<file path="src/rtl/cache_wb_evict_if.sv">
// Bus bundle for the victim writeback engine.
//   master modport : the writeback unit (accepts evictions, issues data-array
//                    reads, drives the memory write channel)
//   slave modport  : the surroundings (eviction controller, data array, memory)
// Handshakes: a transfer happens on a cycle where valid and ready/gnt are both
// high at the rising clock edge; valid, once raised, keeps its payload stable
// until that handshake.
// Optional feature macro: WB_ECC_FWD_EN adds data_ecc_rd_i / mem_wecc_o.
interface cache_wb_evict_if #(
  parameter int CACHE_IDX_W  = 6,
  parameter int CACHE_TAG_W  = 20,
  parameter int CACHE_WAY_N  = 4,
  parameter int CACHE_BANK_N = 8,
  parameter int CACHE_BANK_W = 64,
  parameter int BANK_ECC_W   = 8
) ();
  localparam int ADDR_W = CACHE_TAG_W + CACHE_IDX_W + 6;

  logic                                     evict_valid_i;
  logic                                     evict_ready_o;
  logic [CACHE_IDX_W-1:0]                   evict_idx_i;
  logic [CACHE_WAY_N-1:0]                   evict_way_i;
  logic [CACHE_TAG_W-1:0]                   evict_tag_i;
  logic                                     rd_req_valid_o;
  logic                                     rd_req_gnt_i;
  logic [CACHE_IDX_W-1:0]                   rd_req_idx_o;
  logic [CACHE_BANK_N-1:0]                  rd_req_bank_en_o;
  logic [CACHE_WAY_N-1:0]                   rd_req_way_o;
  logic [CACHE_WAY_N-1:0][CACHE_BANK_W-1:0] data_rd_i;
  logic                                     mem_wvalid_o;
  logic                                     mem_wready_i;
  logic [ADDR_W-1:0]                        mem_waddr_o;
  logic [CACHE_BANK_W-1:0]                  mem_wdata_o;
  logic                                     mem_wlast_o;
  logic                                     evict_done_o;
`ifdef WB_ECC_FWD_EN
  logic [CACHE_BANK_N-1:0][BANK_ECC_W-1:0]  data_ecc_rd_i;
  logic [BANK_ECC_W-1:0]                    mem_wecc_o;
`endif

  modport master (
`ifdef WB_ECC_FWD_EN
    input  data_ecc_rd_i,
    output mem_wecc_o,
`endif
    input  evict_valid_i, evict_idx_i, evict_way_i, evict_tag_i,
    input  rd_req_gnt_i, data_rd_i, mem_wready_i,
    output evict_ready_o, rd_req_valid_o, rd_req_idx_o, rd_req_bank_en_o,
    output rd_req_way_o, mem_wvalid_o, mem_waddr_o, mem_wdata_o,
    output mem_wlast_o, evict_done_o
  );

  modport slave (
`ifdef WB_ECC_FWD_EN
    output data_ecc_rd_i,
    input  mem_wecc_o,
`endif
    output evict_valid_i, evict_idx_i, evict_way_i, evict_tag_i,
    output rd_req_gnt_i, data_rd_i, mem_wready_i,
    input  evict_ready_o, rd_req_valid_o, rd_req_idx_o, rd_req_bank_en_o,
    input  rd_req_way_o, mem_wvalid_o, mem_waddr_o, mem_wdata_o,
    input  mem_wlast_o, evict_done_o
  );
endinterface

</file>
<file path="src/rtl/cache_wb_evict_unit.sv">
// Victim writeback engine. Accepts a dirty-line eviction, reads the line from
// the data array as two half-line requests (banks 0-3, then 4-7), stages it in
// an 8-beat buffer and streams it to memory as 8 beats with last on beat 7.
// Ports:
//   clk, rst_n : clock, synchronous active-low reset
//   bus        : cache_wb_evict_if.master (eviction, read port, memory write)
//   dbg_state  : current FSM state (IDLE=0, RD_LO=1, RD_HI=2, CAP=3, SEND=4)
// Optional feature macro: WB_ECC_FWD_EN forwards per-bank ECC with each beat.
module cache_wb_evict_unit #(
  parameter int CACHE_IDX_W  = 6,
  parameter int CACHE_TAG_W  = 20,
  parameter int CACHE_WAY_N  = 4,
  parameter int CACHE_BANK_N = 8,
  parameter int CACHE_BANK_W = 64
`ifdef WB_ECC_FWD_EN
  ,
  parameter int BANK_ECC_W   = 8
`endif
) (
  input  logic                  clk,
  input  logic                  rst_n,
  cache_wb_evict_if.master      bus,
  output logic [2:0]            dbg_state
);
  localparam int HALF   = CACHE_BANK_N / 2;
  localparam int BEAT_W = $clog2(CACHE_BANK_N);
  localparam logic [CACHE_BANK_N-1:0] LO_MASK   = {{HALF{1'b0}}, {HALF{1'b1}}};
  localparam logic [CACHE_BANK_N-1:0] HI_MASK   = {{HALF{1'b1}}, {HALF{1'b0}}};
  localparam logic [BEAT_W-1:0]       LAST_BEAT = BEAT_W'(CACHE_BANK_N - 1);

  typedef enum logic [2:0] {
    IDLE  = 3'd0,
    RD_LO = 3'd1,
    RD_HI = 3'd2,
    CAP   = 3'd3,
    SEND  = 3'd4
  } state_t;

  state_t                  state_q, state_d;
  logic [CACHE_IDX_W-1:0]  idx_q;
  logic [CACHE_WAY_N-1:0]  way_q;
  logic [CACHE_TAG_W-1:0]  tag_q;
  logic [BEAT_W-1:0]       beat_q;
  logic                    done_q;
  logic                    lo_pend_q;   // LO data arrives in the first RD_HI cycle
  logic [CACHE_BANK_N-1:0][CACHE_BANK_W-1:0] buf_q;
`ifdef WB_ECC_FWD_EN
  logic [CACHE_BANK_N-1:0][BANK_ECC_W-1:0]   ecc_q;
`endif

  logic                    accept, lo_cap, hi_cap, beat_hs, last_hs;
  logic                    rd_valid, wvalid;
  logic [CACHE_BANK_N-1:0] bank_en;

  always_ff @(posedge clk) begin
    if (!rst_n) state_q <= IDLE;
    else        state_q <= state_d;
  end

  always_comb begin
    state_d  = state_q;
    accept   = 1'b0;
    lo_cap   = 1'b0;
    hi_cap   = 1'b0;
    beat_hs  = 1'b0;
    last_hs  = 1'b0;
    rd_valid = 1'b0;
    wvalid   = 1'b0;
    bank_en  = '0;
    case (state_q)
      IDLE: begin
        // done_q blocks acceptance in the pulse cycle
        if (bus.evict_valid_i && !done_q) begin
          accept  = 1'b1;
          state_d = RD_LO;
        end
      end
      RD_LO: begin
        rd_valid = 1'b1;
        bank_en  = LO_MASK;
        if (bus.rd_req_gnt_i) state_d = RD_HI;
      end
      RD_HI: begin
        rd_valid = 1'b1;
        bank_en  = HI_MASK;
        lo_cap   = lo_pend_q;
        if (bus.rd_req_gnt_i) state_d = CAP;
      end
      CAP: begin
        hi_cap  = 1'b1;
        state_d = SEND;
      end
      SEND: begin
        wvalid = 1'b1;
        if (bus.mem_wready_i) begin
          beat_hs = 1'b1;
          if (beat_q == LAST_BEAT) begin
            last_hs = 1'b1;
            state_d = IDLE;
          end
        end
      end
      default: state_d = IDLE;
    endcase
  end

  always_ff @(posedge clk) begin
    if (!rst_n) begin
      idx_q     <= '0;
      way_q     <= '0;
      tag_q     <= '0;
      beat_q    <= '0;
      done_q    <= 1'b0;
      lo_pend_q <= 1'b0;
    end else begin
      if (accept) begin
        idx_q <= bus.evict_idx_i;
        way_q <= bus.evict_way_i;
        tag_q <= bus.evict_tag_i;
      end
      done_q <= last_hs;
      if (beat_hs) beat_q <= beat_q + BEAT_W'(1);   // wraps to 0 after beat 7
      if (state_q == RD_LO && bus.rd_req_gnt_i) lo_pend_q <= 1'b1;
      else if (lo_cap)                          lo_pend_q <= 1'b0;
    end
  end

  // Line buffer carries no reset: its content is only read in SEND, which is
  // always preceded by both captures.
  always_ff @(posedge clk) begin
    for (int i = 0; i < HALF; i++) begin
      if (lo_cap) buf_q[i]        <= bus.data_rd_i[i];
      if (hi_cap) buf_q[HALF + i] <= bus.data_rd_i[i];
`ifdef WB_ECC_FWD_EN
      if (lo_cap) ecc_q[i]        <= bus.data_ecc_rd_i[i];
      if (hi_cap) ecc_q[HALF + i] <= bus.data_ecc_rd_i[i];
`endif
    end
  end

  assign bus.evict_ready_o    = (state_q == IDLE) && !done_q;
  assign bus.rd_req_valid_o   = rd_valid;
  assign bus.rd_req_idx_o     = idx_q;
  assign bus.rd_req_way_o     = way_q;
  assign bus.rd_req_bank_en_o = bank_en;
  assign bus.mem_wvalid_o     = wvalid;
  assign bus.mem_waddr_o      = {tag_q, idx_q, 6'b0};
  assign bus.mem_wdata_o      = wvalid ? buf_q[beat_q] : '0;
  assign bus.mem_wlast_o      = wvalid && (beat_q == LAST_BEAT);
  assign bus.evict_done_o     = done_q;
`ifdef WB_ECC_FWD_EN
  assign bus.mem_wecc_o       = wvalid ? ecc_q[beat_q] : '0;
`endif
  assign dbg_state            = state_q;
endmodule

</file>
<file path="src/flat_wrapper.sv">
// flat-port wrapper written by rule: the top's interface ports become plain ports
module cache_wb_evict_unit_flat 
#(
  parameter int CACHE_IDX_W  = 6,
  parameter int CACHE_TAG_W  = 20,
  parameter int CACHE_WAY_N  = 4,
  parameter int CACHE_BANK_N = 8,
  parameter int CACHE_BANK_W = 64

)
  (clk, rst_n, dbg_state, bus_evict_valid_i, bus_evict_idx_i, bus_evict_way_i, bus_evict_tag_i, bus_rd_req_gnt_i, bus_data_rd_i, bus_mem_wready_i, bus_evict_ready_o, bus_rd_req_valid_o, bus_rd_req_idx_o, bus_rd_req_bank_en_o, bus_rd_req_way_o, bus_mem_wvalid_o, bus_mem_waddr_o, bus_mem_wdata_o, bus_mem_wlast_o, bus_evict_done_o);
  cache_wb_evict_if #(.CACHE_IDX_W(CACHE_IDX_W), .CACHE_TAG_W(CACHE_TAG_W), .CACHE_WAY_N(CACHE_WAY_N), .CACHE_BANK_N(CACHE_BANK_N), .CACHE_BANK_W(CACHE_BANK_W)) bus_i ();
  input  logic clk;
  input  logic rst_n;
  output logic [2:0] dbg_state;
  input wire logic [$bits(bus_i.evict_valid_i)-1:0] bus_evict_valid_i;
  input wire logic [$bits(bus_i.evict_idx_i)-1:0] bus_evict_idx_i;
  input wire logic [$bits(bus_i.evict_way_i)-1:0] bus_evict_way_i;
  input wire logic [$bits(bus_i.evict_tag_i)-1:0] bus_evict_tag_i;
  input wire logic [$bits(bus_i.rd_req_gnt_i)-1:0] bus_rd_req_gnt_i;
  input wire logic [$bits(bus_i.data_rd_i)-1:0] bus_data_rd_i;
  input wire logic [$bits(bus_i.mem_wready_i)-1:0] bus_mem_wready_i;
  output wire logic [$bits(bus_i.evict_ready_o)-1:0] bus_evict_ready_o;
  output wire logic [$bits(bus_i.rd_req_valid_o)-1:0] bus_rd_req_valid_o;
  output wire logic [$bits(bus_i.rd_req_idx_o)-1:0] bus_rd_req_idx_o;
  output wire logic [$bits(bus_i.rd_req_bank_en_o)-1:0] bus_rd_req_bank_en_o;
  output wire logic [$bits(bus_i.rd_req_way_o)-1:0] bus_rd_req_way_o;
  output wire logic [$bits(bus_i.mem_wvalid_o)-1:0] bus_mem_wvalid_o;
  output wire logic [$bits(bus_i.mem_waddr_o)-1:0] bus_mem_waddr_o;
  output wire logic [$bits(bus_i.mem_wdata_o)-1:0] bus_mem_wdata_o;
  output wire logic [$bits(bus_i.mem_wlast_o)-1:0] bus_mem_wlast_o;
  output wire logic [$bits(bus_i.evict_done_o)-1:0] bus_evict_done_o;
  assign bus_i.evict_valid_i = bus_evict_valid_i;
  assign bus_i.evict_idx_i = bus_evict_idx_i;
  assign bus_i.evict_way_i = bus_evict_way_i;
  assign bus_i.evict_tag_i = bus_evict_tag_i;
  assign bus_i.rd_req_gnt_i = bus_rd_req_gnt_i;
  assign bus_i.data_rd_i = bus_data_rd_i;
  assign bus_i.mem_wready_i = bus_mem_wready_i;
  assign bus_evict_ready_o = bus_i.evict_ready_o;
  assign bus_rd_req_valid_o = bus_i.rd_req_valid_o;
  assign bus_rd_req_idx_o = bus_i.rd_req_idx_o;
  assign bus_rd_req_bank_en_o = bus_i.rd_req_bank_en_o;
  assign bus_rd_req_way_o = bus_i.rd_req_way_o;
  assign bus_mem_wvalid_o = bus_i.mem_wvalid_o;
  assign bus_mem_waddr_o = bus_i.mem_waddr_o;
  assign bus_mem_wdata_o = bus_i.mem_wdata_o;
  assign bus_mem_wlast_o = bus_i.mem_wlast_o;
  assign bus_evict_done_o = bus_i.evict_done_o;
  cache_wb_evict_unit #(.CACHE_IDX_W(CACHE_IDX_W), .CACHE_TAG_W(CACHE_TAG_W), .CACHE_WAY_N(CACHE_WAY_N), .CACHE_BANK_N(CACHE_BANK_N), .CACHE_BANK_W(CACHE_BANK_W)) u_core (.clk(clk), .rst_n(rst_n), .bus(bus_i), .dbg_state(dbg_state));
endmodule
</file>
<file path="config.mk">
export PLATFORM = sky130hd
export DESIGN_NAME = cache_wb_evict_unit_flat
export DESIGN_NICKNAME = d
export VERILOG_FILES = /design/src/rtl/cache_wb_evict_if.sv /design/src/rtl/cache_wb_evict_unit.sv /design/src/flat_wrapper.sv
export SDC_FILE = /design/constraint.sdc
export NUM_CORES = 1
export LEC_CHECK = 0
export CAP_MARGIN = 20
export CORE_ASPECT_RATIO = 1.2
export CORE_UTILIZATION = 51
export CTS_CLUSTER_DIAMETER = 120
export DETAILED_ROUTE_END_ITERATION = 7
export PLACE_DENSITY = 0.83
export SLEW_MARGIN = 30
export SYNTH_ARGS = -nofsm -noshare
export SYNTH_HDL_FRONTEND = slang
export SYNTH_SLANG_ARGS = --single-unit
export TNS_END_PERCENT = 1
</file>
<file path="constraint.sdc">
create_clock -name clk -period 8 [get_ports clk]
set_input_delay 1.2 -clock clk [delete_from_list [all_inputs] [get_ports clk]]
set_output_delay 1.2 -clock clk [all_outputs]
set_load 0.02 [all_outputs]
</file>
==> qor.txt <==
Run status: finished, final reports clean
Setup Crit Path Kind: register to output pin
Num CTS Buffers: 53
Hold Path Class: register to register
Vias in the first global route: 11700
Largest driver fanout on the critical path: 50
Port buffer count: 406
Sequential fraction of the synthesis area: 0.7653
Relative slew slack: 0.3848
Skew-Pair Late Insertion Delay: 0.60 ns
Final cell count without fillers: 2005
Worst VDD drop: 0.2464 mV
Final ANT Viol Nets: 0
CP Launch Type: register
Number of setup buffers added after CTS: 0
Die area: 42160 µm²
Vias/cell: 5.506
Critical path required time: 6.80 ns
Mapped Cells: 1010
Post-synthesis cell type count: 32
Hold Fails Final Rpt: 0
Synth area leader: edfxtp_1
Detailed-placement wirelength estimate: 28890 µm
Largest net degree at the start of global routing: 151
CP Capture Type: output pin
Hold_buf cts: 0
RSZ-0062 raised after global routing: no
Ports: 413
Die W: 187.6 µm
Least-Margin Pin Slew: 0.9228 ns
Max-Cap Viols: 0
Final nets: 1710
Die height: 224.7 µm
Commonest register cell after synthesis: edfxtp_1
Placed Cells: 1900
Overflow after GRT: 0
Clock Pin Slew Worst Setup and Hold Paths: 0.06 ns
CTS max path bufs: 3
Async SR Flop Fraction: 0
Drt initial violations: 780
Yosys warnings: 0
# rows: 81
Filler cell count: 2633
Pwr dens: 242.6 nW/µm²
Initial antenna violation count: 10
DR vias: 11040
Number of synthesized flops with an enable pin: 512
CTS H-tree lvls: 2
Reg-to-reg slack, setup: 5.45 ns
Final setup vio count: 0
CTS tree: yes
Setup TNS: 0 ns
Drt total wl: 45430 µm
Area Growth Syn to Fin: 29.64%
DRT Pass-1 Iters: 7
Leak: 8.535 nW
Initial core utilization: 0.5175
DRC violations left: 0
Critical Path AT: 3.40 ns
Gr usage total: 0.2133
Synth top area share: 0.7292
CTS root buf: clkbuf_16
Syn Area/Cell: 20.88 µm²
Tot Pwr: 6.631 mW
Share of layout cells above drive strength 1: 0.1555
First-pass GRT wire length: 66960 µm
Final min period: 4.598 ns
Resize count post-CTS: 0
Fin crit share: 0.5748
Top post-synthesis cells by area: edfxtp_1 73%, mux4_2 14%, dfxtp_1 3.6%
Routed len/inst: 22.66 µm
Syn Std Cell Area: 21080 µm²
GPL Wtd Cong: 0.7930
Max-slew violation count: 0
Fmax: 217.5 MHz
Seq cells post-synth: 550
Max Clock Skew: 0.02141 ns
CTS Sinks: 550
Core Region: 40740 µm²
==> flip-flops by register name, indices dropped and copies added (netlist names) <==
signal and flops:
u_core.bus.rd_req_way_o 4, u_core.buf_q 512, u_core.lo_pend_q 1, u_core.beat_q 3, u_core.bus.evict_done_o 1, u_core.bus.rd_req_idx_o 6
u_core.dbg_state 3, u_core.tag_q 20
==> kinds of logic (layout without fill, tap and decap cells) <==
kind of cell,Yosys count,in the layout,share of synthesized area
xor+xnor,2,2,0.0008310
buf+inv,73,518,0.02273
flops,550,550,0.7653
mux,193,193,0.1676
fa+ha+maj,2,2,0.001187
compound gates,38,38,0.01323
other cells,1,12,0.0001779
simple gates,151,151,0.02896
==> worst paths after layout <==
kind	cells past startpoint	start	endpoint
setup / recovery	5	u_core.beat_q[0]	bus_mem_wdata_o[24]
hold / removal	2	u_core.bus.rd_req_way_o[0]	u_core.bus.rd_req_way_o[0]
setup reg to reg	3	u_core.dbg_state[2]	u_core.buf_q[44]
hold reg to reg	2	u_core.bus.rd_req_way_o[0]	u_core.bus.rd_req_way_o[0]
==> metrics by stage <==
stage,worst slack [ns],utilization,hold slack (ns),cell area [µm²]
after floorplan,0.8085,-,0.4795,21100
after global placement,3.762,0.6258,0.4407,25500
after detailed placement,3.710,0.6269,0.4461,25540
after CTS,3.047,0.6700,0.4545,27290
after global routing,3.202,0.6708,0.4755,27330
final,3.402,0.6709,0.4530,27330
==> worst max-delay path, stage by stage (launching register included) <==
cell             delay [ns]
dfxtp_4                0.68
buf_6                  0.64
mux4_2                 0.61
mux2i_1                0.22
nor2_1                 0.06
clkdlybuf4s50_1        0.56
==> routing by layer <==
metal | track usage | part of all wire | vias to the layer above
li1 | - | - | 4875
met5 | 0 | 0.0013 | -
met3 | 0.05617 | 0.077 | 101
met2 | 0.3732 | 0.53 | 463
met4 | 0.09127 | 0.032 | 10
met1 | 0.2485 | 0.36 | 5591
==> where the power goes <==
| part | leakage (nW) | switching (mW) | internal [mW] |
|---|---|---|---|
| sequential | 4.93 | 0.0594 | 3.34 |
| combinational | 2.76 | 0.368 | 0.358 |
| clock | 0.850 | 1.03 | 1.48 |
| total | 8.54 | 1.46 | 5.17 |
==> layout make-up <==
class	instances	area, µm²	share of cell area
Timing Repair Buffer	418	4214	0.1542
Multi-Input combinational cell	392	4521	0.1654
Tap cell	539	674.4	0.02467
Sequential cell	550	16150	0.5907
Clock buffer	66	1418	0.05186
Antenna cell	6	15.01	0.0005493
Inverter	2	7.507	0.0002746
Clock inverter	32	337.8	0.01236
==> cell usage after synthesis (all sizes together), types with 4 or more instances <==
master and instances:
edfxtp 512, mux4 128, nand2 68, nor2 68, mux2i 65, buf 58, dfxtp 38, a21boi 32
clkbuf 13, nor2b 4
==> layout by cell type (no fill, tap or decap), types with 3 or more instances in the layout <==
cell and instances:
edfxtp_1 512, clkinv_1 10, nand2_1 67, mux4_2 128
dfxtp_4 3, mux2i_1 65, clkinv_2 9, a21boi_1 30
nor2_1 68, buf_4 6, nor2b_1 3, clkinvlp_4 3
bufinv_16 7, buf_12 3, diode_2 6, conb_1 6
clkbuf_16 55, dfxtp_1 35, clkbuf_1 11, clkdlybuf4s50_1 405
Power figures use the tool's default switching activity.
